[config.mk]
export PLATFORM = sky130hd
export DESIGN_NAME = regfile_wb_scheduler
export DESIGN_NICKNAME = d
export VERILOG_FILES = /design/src/rtl/regfile_wb_scheduler_pkg.sv /design/src/rtl/regfile_wb_scheduler_wb_rr_arbiter.sv /design/src/rtl/regfile_wb_scheduler.sv
export SDC_FILE = /design/constraint.sdc
export NUM_CORES = 1
export LEC_CHECK = 0
export CORE_UTILIZATION = 30
export DETAILED_ROUTE_END_ITERATION = 16
export GPL_ROUTABILITY_DRIVEN = 0
export PLACE_DENSITY = 0.54
export SYNTH_ARGS = -nofsm -noshare
export SYNTH_HDL_FRONTEND = slang
export SYNTH_SLANG_ARGS = --single-unit
[constraint.sdc]
create_clock -name clk_in -period 3.1 [get_ports clk_in]
set_input_delay 0.31 -clock clk_in [delete_from_list [all_inputs] [get_ports clk_in]]
set_output_delay 0.31 -clock clk_in [all_outputs]
set_load 0.01 [all_outputs]
[src/rtl/regfile_wb_scheduler_pkg.sv]
// Shared constants and types for the register-file write-back scheduler.
// Holds the reset/write-enable encodings and the two-way grant encoding
// used by the top and by the optional round-robin arbiter
// (build macro REGWB_RR_ARB_EN selects round-robin tie-breaking).
package regfile_wb_scheduler_pkg;

   // Synchronous reset is active-low.
   localparam logic RST_ENABLE    = 1'b0;
   localparam logic RST_DISABLE   = 1'b1;

   // Write-port enable encoding.
   localparam logic WRITE_ENABLE  = 1'b1;
   localparam logic WRITE_DISABLE = 1'b0;

   // Grant / source-select encoding: A is the ALU path, B the load path.
   typedef enum logic {
      WB_SEL_A = 1'b0,
      WB_SEL_B = 1'b1
   } wb_sel_e;

endpackage

[src/rtl/regfile_wb_scheduler_wb_rr_arbiter.sv]
// Two-way round-robin grant for the write-back port (module wb_rr_arbiter).
// Instantiated by the top only when REGWB_RR_ARB_EN is defined. On a tie
// the requester that did not win the last accepted transfer is granted;
// lastGrant moves only when a transfer is accepted.
module wb_rr_arbiter
   import regfile_wb_scheduler_pkg::*;
(
   input  logic clk_in,
   input  logic rst_in,
   input  logic a_valid_i,
   input  logic b_valid_i,
   output logic a_ready_o,
   output logic b_ready_o
);

   wb_sel_e last_grant_q;
   wb_sel_e last_grant_d;

   // Grant decode from valids and the last winner.
   always_comb begin
      a_ready_o = 1'b0;
      b_ready_o = 1'b0;
      if (a_valid_i && b_valid_i) begin
         if (last_grant_q == WB_SEL_B) begin
            a_ready_o = 1'b1;
         end else begin
            b_ready_o = 1'b1;
         end
      end else if (a_valid_i) begin
         a_ready_o = 1'b1;
      end else if (b_valid_i) begin
         b_ready_o = 1'b1;
      end else begin
         a_ready_o = 1'b0;
         b_ready_o = 1'b0;
      end
   end

   // Remember the winner of an accepted transfer; hold otherwise.
   always_comb begin
      last_grant_d = last_grant_q;
      if (a_ready_o) begin
         last_grant_d = WB_SEL_A;
      end else if (b_ready_o) begin
         last_grant_d = WB_SEL_B;
      end else begin
         last_grant_d = last_grant_q;
      end
   end

   // lastGrant register; reset to B so A wins the first tie.
   always_ff @(posedge clk_in) begin
      if (rst_in == RST_ENABLE) begin
         last_grant_q <= WB_SEL_B;
      end else begin
         last_grant_q <= last_grant_d;
      end
   end

endmodule

[src/rtl/regfile_wb_scheduler.sv]
// Write-back scheduler for the register file's single write port.
// Arbitrates ALU (A) and load (B) write-back requesters, registers the
// winning entry onto the RegFile write port, and keeps a per-register
// pending-write scoreboard for decode hazard stalls.
// Build macro REGWB_RR_ARB_EN: defined -> round-robin tie-break via
// wb_rr_arbiter; undefined -> fixed priority, B wins every tie.
module regfile_wb_scheduler
   import regfile_wb_scheduler_pkg::*;
#(
   parameter int DATA_W = 32,
   parameter int IDX_W  = 5
) (
   input  logic              clk_in,
   input  logic              rst_in,
   input  logic              flush_in,
   input  logic              issueE_in,
   input  logic [IDX_W-1:0]  issueIdx_in,
   output logic              issueReady_out,
   input  logic              aValid_in,
   input  logic [IDX_W-1:0]  aIdx_in,
   input  logic [DATA_W-1:0] aData_in,
   output logic              aReady_out,
   input  logic              bValid_in,
   input  logic [IDX_W-1:0]  bIdx_in,
   input  logic [DATA_W-1:0] bData_in,
   output logic              bReady_out,
   output logic              writeE_out,
   output logic [IDX_W-1:0]  writeIdx_out,
   output logic [DATA_W-1:0] writeData_out,
   input  logic [IDX_W-1:0]  reg1Idx_in,
   input  logic [IDX_W-1:0]  reg2Idx_in,
   output logic              reg1Busy_out,
   output logic              reg2Busy_out
);

   localparam int NUM_REGS = 1 << IDX_W;

   // Grant / accepted entry
   logic              a_ready_s;
   logic              b_ready_s;
   logic              acc_s;
   wb_sel_e           acc_sel_s;
   logic [IDX_W-1:0]  acc_idx_s;
   logic [DATA_W-1:0] acc_data_s;

   // Registered write port
   logic              write_e_q;
   logic              write_e_d;
   logic [IDX_W-1:0]  write_idx_q;
   logic [IDX_W-1:0]  write_idx_d;
   logic [DATA_W-1:0] write_data_q;
   logic [DATA_W-1:0] write_data_d;

   // Scoreboard
   logic [NUM_REGS-1:0] busy_q;
   logic [NUM_REGS-1:0] busy_d;
   logic [NUM_REGS-1:0] commit_mask_s;
   logic [NUM_REGS-1:0] set_mask_s;
   logic [NUM_REGS-1:0] busy_vis_s;
   logic                issue_ready_s;

`ifdef REGWB_RR_ARB_EN
   wb_rr_arbiter u_arb (
      .clk_in    (clk_in),
      .rst_in    (rst_in),
      .a_valid_i (aValid_in),
      .b_valid_i (bValid_in),
      .a_ready_o (a_ready_s),
      .b_ready_o (b_ready_s)
   );
`else
   // Fixed priority: the load path (B) always wins a tie.
   always_comb begin
      a_ready_s = 1'b0;
      b_ready_s = 1'b0;
      if (bValid_in) begin
         b_ready_s = 1'b1;
      end else if (aValid_in) begin
         a_ready_s = 1'b1;
      end else begin
         a_ready_s = 1'b0;
         b_ready_s = 1'b0;
      end
   end
`endif

   assign aReady_out = a_ready_s;
   assign bReady_out = b_ready_s;

   // Select the accepted entry; at most one ready is ever high.
   always_comb begin
      acc_s     = a_ready_s | b_ready_s;
      acc_sel_s = b_ready_s ? WB_SEL_B : WB_SEL_A;
      case (acc_sel_s)
         WB_SEL_A: begin
            acc_idx_s  = aIdx_in;
            acc_data_s = aData_in;
         end
         WB_SEL_B: begin
            acc_idx_s  = bIdx_in;
            acc_data_s = bData_in;
         end
         default: begin
            acc_idx_s  = {IDX_W{1'b0}};
            acc_data_s = {DATA_W{1'b0}};
         end
      endcase
   end

   // Next write-port contents; idx 0 entries are consumed without a write.
   always_comb begin
      write_e_d    = WRITE_DISABLE;
      write_idx_d  = write_idx_q;
      write_data_d = write_data_q;
      if (acc_s && (acc_idx_s != {IDX_W{1'b0}})) begin
         write_e_d    = WRITE_ENABLE;
         write_idx_d  = acc_idx_s;
         write_data_d = acc_data_s;
      end else begin
         write_e_d    = WRITE_DISABLE;
         write_idx_d  = write_idx_q;
         write_data_d = write_data_q;
      end
   end

   // Write-port register; reset drops any in-flight entry.
   always_ff @(posedge clk_in) begin
      if (rst_in == RST_ENABLE) begin
         write_e_q    <= WRITE_DISABLE;
         write_idx_q  <= {IDX_W{1'b0}};
         write_data_q <= {DATA_W{1'b0}};
      end else begin
         write_e_q    <= write_e_d;
         write_idx_q  <= write_idx_d;
         write_data_q <= write_data_d;
      end
   end

   assign writeE_out    = write_e_q;
   assign writeIdx_out  = write_idx_q;
   assign writeData_out = write_data_q;

   // Visible busy: the write now on the port is seen via the RegFile bypass.
   always_comb begin
      commit_mask_s = {NUM_REGS{1'b0}};
      if (write_e_q == WRITE_ENABLE) begin
         commit_mask_s = {{(NUM_REGS-1){1'b0}}, 1'b1} << write_idx_q;
      end else begin
         commit_mask_s = {NUM_REGS{1'b0}};
      end
      busy_vis_s    = busy_q & ~commit_mask_s;
      issue_ready_s = ~busy_vis_s[issueIdx_in];
   end

   assign issueReady_out = issue_ready_s;
   assign reg1Busy_out   = busy_vis_s[reg1Idx_in];
   assign reg2Busy_out   = busy_vis_s[reg2Idx_in];

   // Scoreboard next state: flush beats everything, issue-set beats commit-clear.
   always_comb begin
      set_mask_s = {NUM_REGS{1'b0}};
      if (issueE_in && issue_ready_s && (issueIdx_in != {IDX_W{1'b0}})) begin
         set_mask_s = {{(NUM_REGS-1){1'b0}}, 1'b1} << issueIdx_in;
      end else begin
         set_mask_s = {NUM_REGS{1'b0}};
      end
      busy_d = {NUM_REGS{1'b0}};
      if (flush_in) begin
         busy_d = {NUM_REGS{1'b0}};
      end else begin
         busy_d    = (busy_q & ~commit_mask_s) | set_mask_s;
         busy_d[0] = 1'b0;
      end
   end

   // Scoreboard register.
   always_ff @(posedge clk_in) begin
      if (rst_in == RST_ENABLE) begin
         busy_q <= {NUM_REGS{1'b0}};
      end else begin
         busy_q <= busy_d;
      end
   end

endmodule

==> results of run 1 <==
## Yosys cell counts (2+ instances only)
master     count
nand4_1        6
nand2_1       54
nor3_1         5
mux2i_1       41
o32ai_1        2
o21ai_1        5
or3_1          2
nand3_1       15
or4b_4         2
nand4bb_1      2
o211a_1       36
a22oi_1       10
o32a_1         2
inv_1          4
nor2_1        18
a31oi_1        6
a32oi_1        2
nand3b_1       3
o211ai_1       6
nor4_1         2
buf_1          3
o221ai_1       2
o21a_1         8
a222oi_1       2
a21oi_1       12
and2_1         3
a211oi_1       7
o21ai_0       27
and3_1         5
or4_1          2
mux2_2         2
dfxtp_1       69
nand2b_1      10
clkbuf_1      34
o22ai_1       21
nand4b_1       3
nor3b_1        8
nor2b_1        7
## per-stage QoR
| step | util (%) | setup slack (ns) | area, sq um | instances | hold WS, ns |
|---|---|---|---|---|---|
| after floorplan | - | 0.734 | 3950 | 465 | 0.476 |
| after global placement | 45.0 | 0.131 | 5730 | 778 | 0.478 |
| after detailed placement | 45.0 | 0.0867 | 5730 | 778 | 0.487 |
| after CTS | 47.7 | 0.00699 | 6070 | 798 | 0.462 |
| after global routing | 48.0 | 0.0237 | 6110 | 798 | 0.484 |
| final | 48.0 | 0.156 | 6110 | 798 | 0.478 |
## how the worst max path moves through the flow
| stage | slack (ns) | start | endpoint | depth (start not counted) |
|---|---|---|---|---|
| after floorplan | 0.73 | writeE_out | issueReady_out | 6 |
| after global placement | 0.13 | writeIdx_out[3] | issueReady_out | 7 |
| after detailed placement | 0.09 | issueIdx_in[1] | issueReady_out | 9 |
| after CTS | 0.007 | writeIdx_out[1] | reg1Busy_out | 8 |
| after global routing | 0.02 | writeIdx_out[1] | issueReady_out | 7 |
| final | 0.16 | writeIdx_out[1] | issueReady_out | 7 |
## sequential cells by signal, summed over array words and instances (netlist names)
signal         flops
busy_q            31
writeData_out     32
writeE_out         1
writeIdx_out       5
## power groups by stage
| stage | sequential, mW | combinational [mW] | clock (mW) |
|---|---|---|---|
| floorplan | 0.999 | 0.238 | 0 |
| global placement | 0.980 | 0.561 | 0 |
| detailed placement | 0.982 | 0.559 | 0 |
| CTS | 0.966 | 0.564 | 1.04 |
| global route | 0.976 | 0.610 | 1.08 |
| finish | 0.969 | 0.568 | 1.01 |
## per-layer routing
metal  routed length (um)  GRT usage [%]  vias to the layer above
met4                  780           15.7                        0
met5                    0              0                        -
met2                 6350           34.2                      255
li1                     -              -                     2081
met1                 5940           25.4                     1963
met3                 1340           5.29                       64
## worst max-delay path, stage by stage (launching register included)
cell and delay, ns:
dfxtp_2 0.37, or4b_4 0.58, o21ai_4 0.18, o22ai_1 0.08
or3_1 0.37, and3_2 0.21, a211oi_1 0.21, dlygate4sd2_1 0.31
## kinds of logic after synthesis
kind of cell           synth area share (%)
buffers and inverters                  4.31
muxes                                  11.0
DFF                                    35.0
and+or+nand+nor                        20.3
AOI/OAI and AO/OA                      29.4
## layout make-up
| cell class | count | area (sq um) | area share (%) |
|---|---|---|---|
| clock buffers | 11 | 243 | 3.97 |
| clock inverters | 5 | 50.0 | 0.819 |
| inverters | 5 | 18.8 | 0.307 |
| multi-input cells | 352 | 2460 | 40.3 |
| flip-flops and latches | 69 | 1390 | 22.7 |
| well taps | 172 | 215 | 3.52 |
| repair buffers | 184 | 1730 | 28.3 |
## repair_timing
action	CTS	global route
buffers inserted	4	0
pin swaps	1	0
gates resized for setup	16	11
setup endpoints to repair	3	1
==> results.json, run 1 <==
{
  "status": "finished, final reports clean",
  "switching_share_pct": 26.0,
  "synthFlopType": "dfxtp_1",
  "postRouteWirelength_um": 14400,
  "slew_viol_final": 0,
  "holdCritPathClass": "in -> reg",
  "slew_headroom_pct": 37.4,
  "period_share_pct": 95.0,
  "clockRootBuffer": "clkbuf_16",
  "drtPass1Iterations": 6,
  "r2r_setup_slack_ns": 0.65,
  "netlist_area_sq_um": 3950,
  "max_freq_mhz": 340,
  "synth_edf_count": 0,
  "ctsHoldBuffers": 0,
  "finalSetupViolations": 0,
  "grt_first_pass_wirelength_um": 22000,
  "synth_cell_types": 55,
  "htreeDepth": 3,
  "dieArea_sq_um": 13600,
  "post-route-min-period_ns": 2.94,
  "vias_per_cell": 5.47,
  "power_mw": 2.55,
  "grt_setup_unrepaired": "no",
  "yosys-top-cells-area": "dfxtp_1 35%, mux2i_1 10%, o211a_1 9.1%, nand2_1 5.1%, o21ai_0 3.4%",
  "clkLatencyLatePin_ns": 0.33,
  "finalSetupTns_ns": 0,
  "die_w_um": 117,
  "critPathKind": "reg -> out",
  "combPwrFrac_pct": 22.3,
  "ff2ff_path_depth": 6,
  "synthToLayoutAreaGrowth_pct": 54.6,
  "cts-buffers-inserted": 9,
  "ir_drop_mv": 0.284,
  "fill_cells": 1283,
  "numPortBuffers": 137,
  "layout-drive-gt1-share_pct": 14.1,
  "cp.required_ns": 2.79,
  "powerDensity_nw_per_um2": 417,
  "critPathLaunchType": "flop",
  "ys_ff_latch": 69,
  "drc": 0,
  "p_clk_share_pct": 39.8,
  "whs_path_depth": 3,
  "clock_skew_ns": 0.00393,
  "die_h_um": 117,
  "synth_nets": 560,
  "crit_arrival_ns": 2.63,
  "hold_start": "bValid_in",
  "grt_max_degree": 40,
  "clock_sink_count": 69,
  "start_util_pct": 31.1,
  "antenna_found_initial": 0,
  "num_vias": 4363,
  "end_kind": "output port",
  "coreArea_sq_um": 12700,
  "hold-path-endpoint": "writeIdx_out[1]",
  "p_leak_nw": 2.59,
  "clock_path_buffers": 2,
  "grt_pass1_vias": 4354,
  "layout_commonest_cell": "clkdlybuf4s50_1",
  "ys_seq_area_share_pct": 35.0,
  "seqPwrFrac_pct": 38.0,
  "synth_area_per_cell_sq_um": 8.50,
  "rows": 41,
  "wl_per_cell_um": 18.1,
  "yosys.area.top_type": "dfxtp_1",
  "dpl.hpwl_um": 11100,
  "synth-async-reset-ratio_pct": 0,
  "p_int_mw": 1.89,
  "reg2reg_from": "writeIdx_out[1]",
  "clk_pin_slew_ns": 0.05,
  "syn_inst": 465,
  "cap_violations": 0,
  "p_switching_mw": 0.663,
  "timing.rr.end": "busy_q[1]",
  "drt_first_iter_violations": 428,
  "hold_viol_final": 0,
  "cts_tree": "done",
  "ys_warn_count": 0,
  "worst_pin_slew_ns": 0.935,
  "n_antenna_cell": 0,
  "final_net_count": 716,
  "synth.top_cell.area_share_pct": 35.0,
  "worstPathMaxFanout": 10,
  "io_pins": 138,
  "overflow": 0,
  "antenna_left": 0,
  "gr-usage-all-layers_pct": 21.6,
  "final_cell_mix": "133 x clkdlybuf4s50_1, 64 x dfxtp_1, 53 x nand2_1, 46 x buf_4, 41 x mux2i_1"
}
No activity file was read; power rests on OpenSTA's default activity.
==> run 2, diff against run 1 <==
- ABC_AREA: not set -> 0
- HOLD_SLACK_MARGIN: not set -> 0.02
==> results of run 2 <==
Final layout, timing and power as in run 1 (identical DEF).
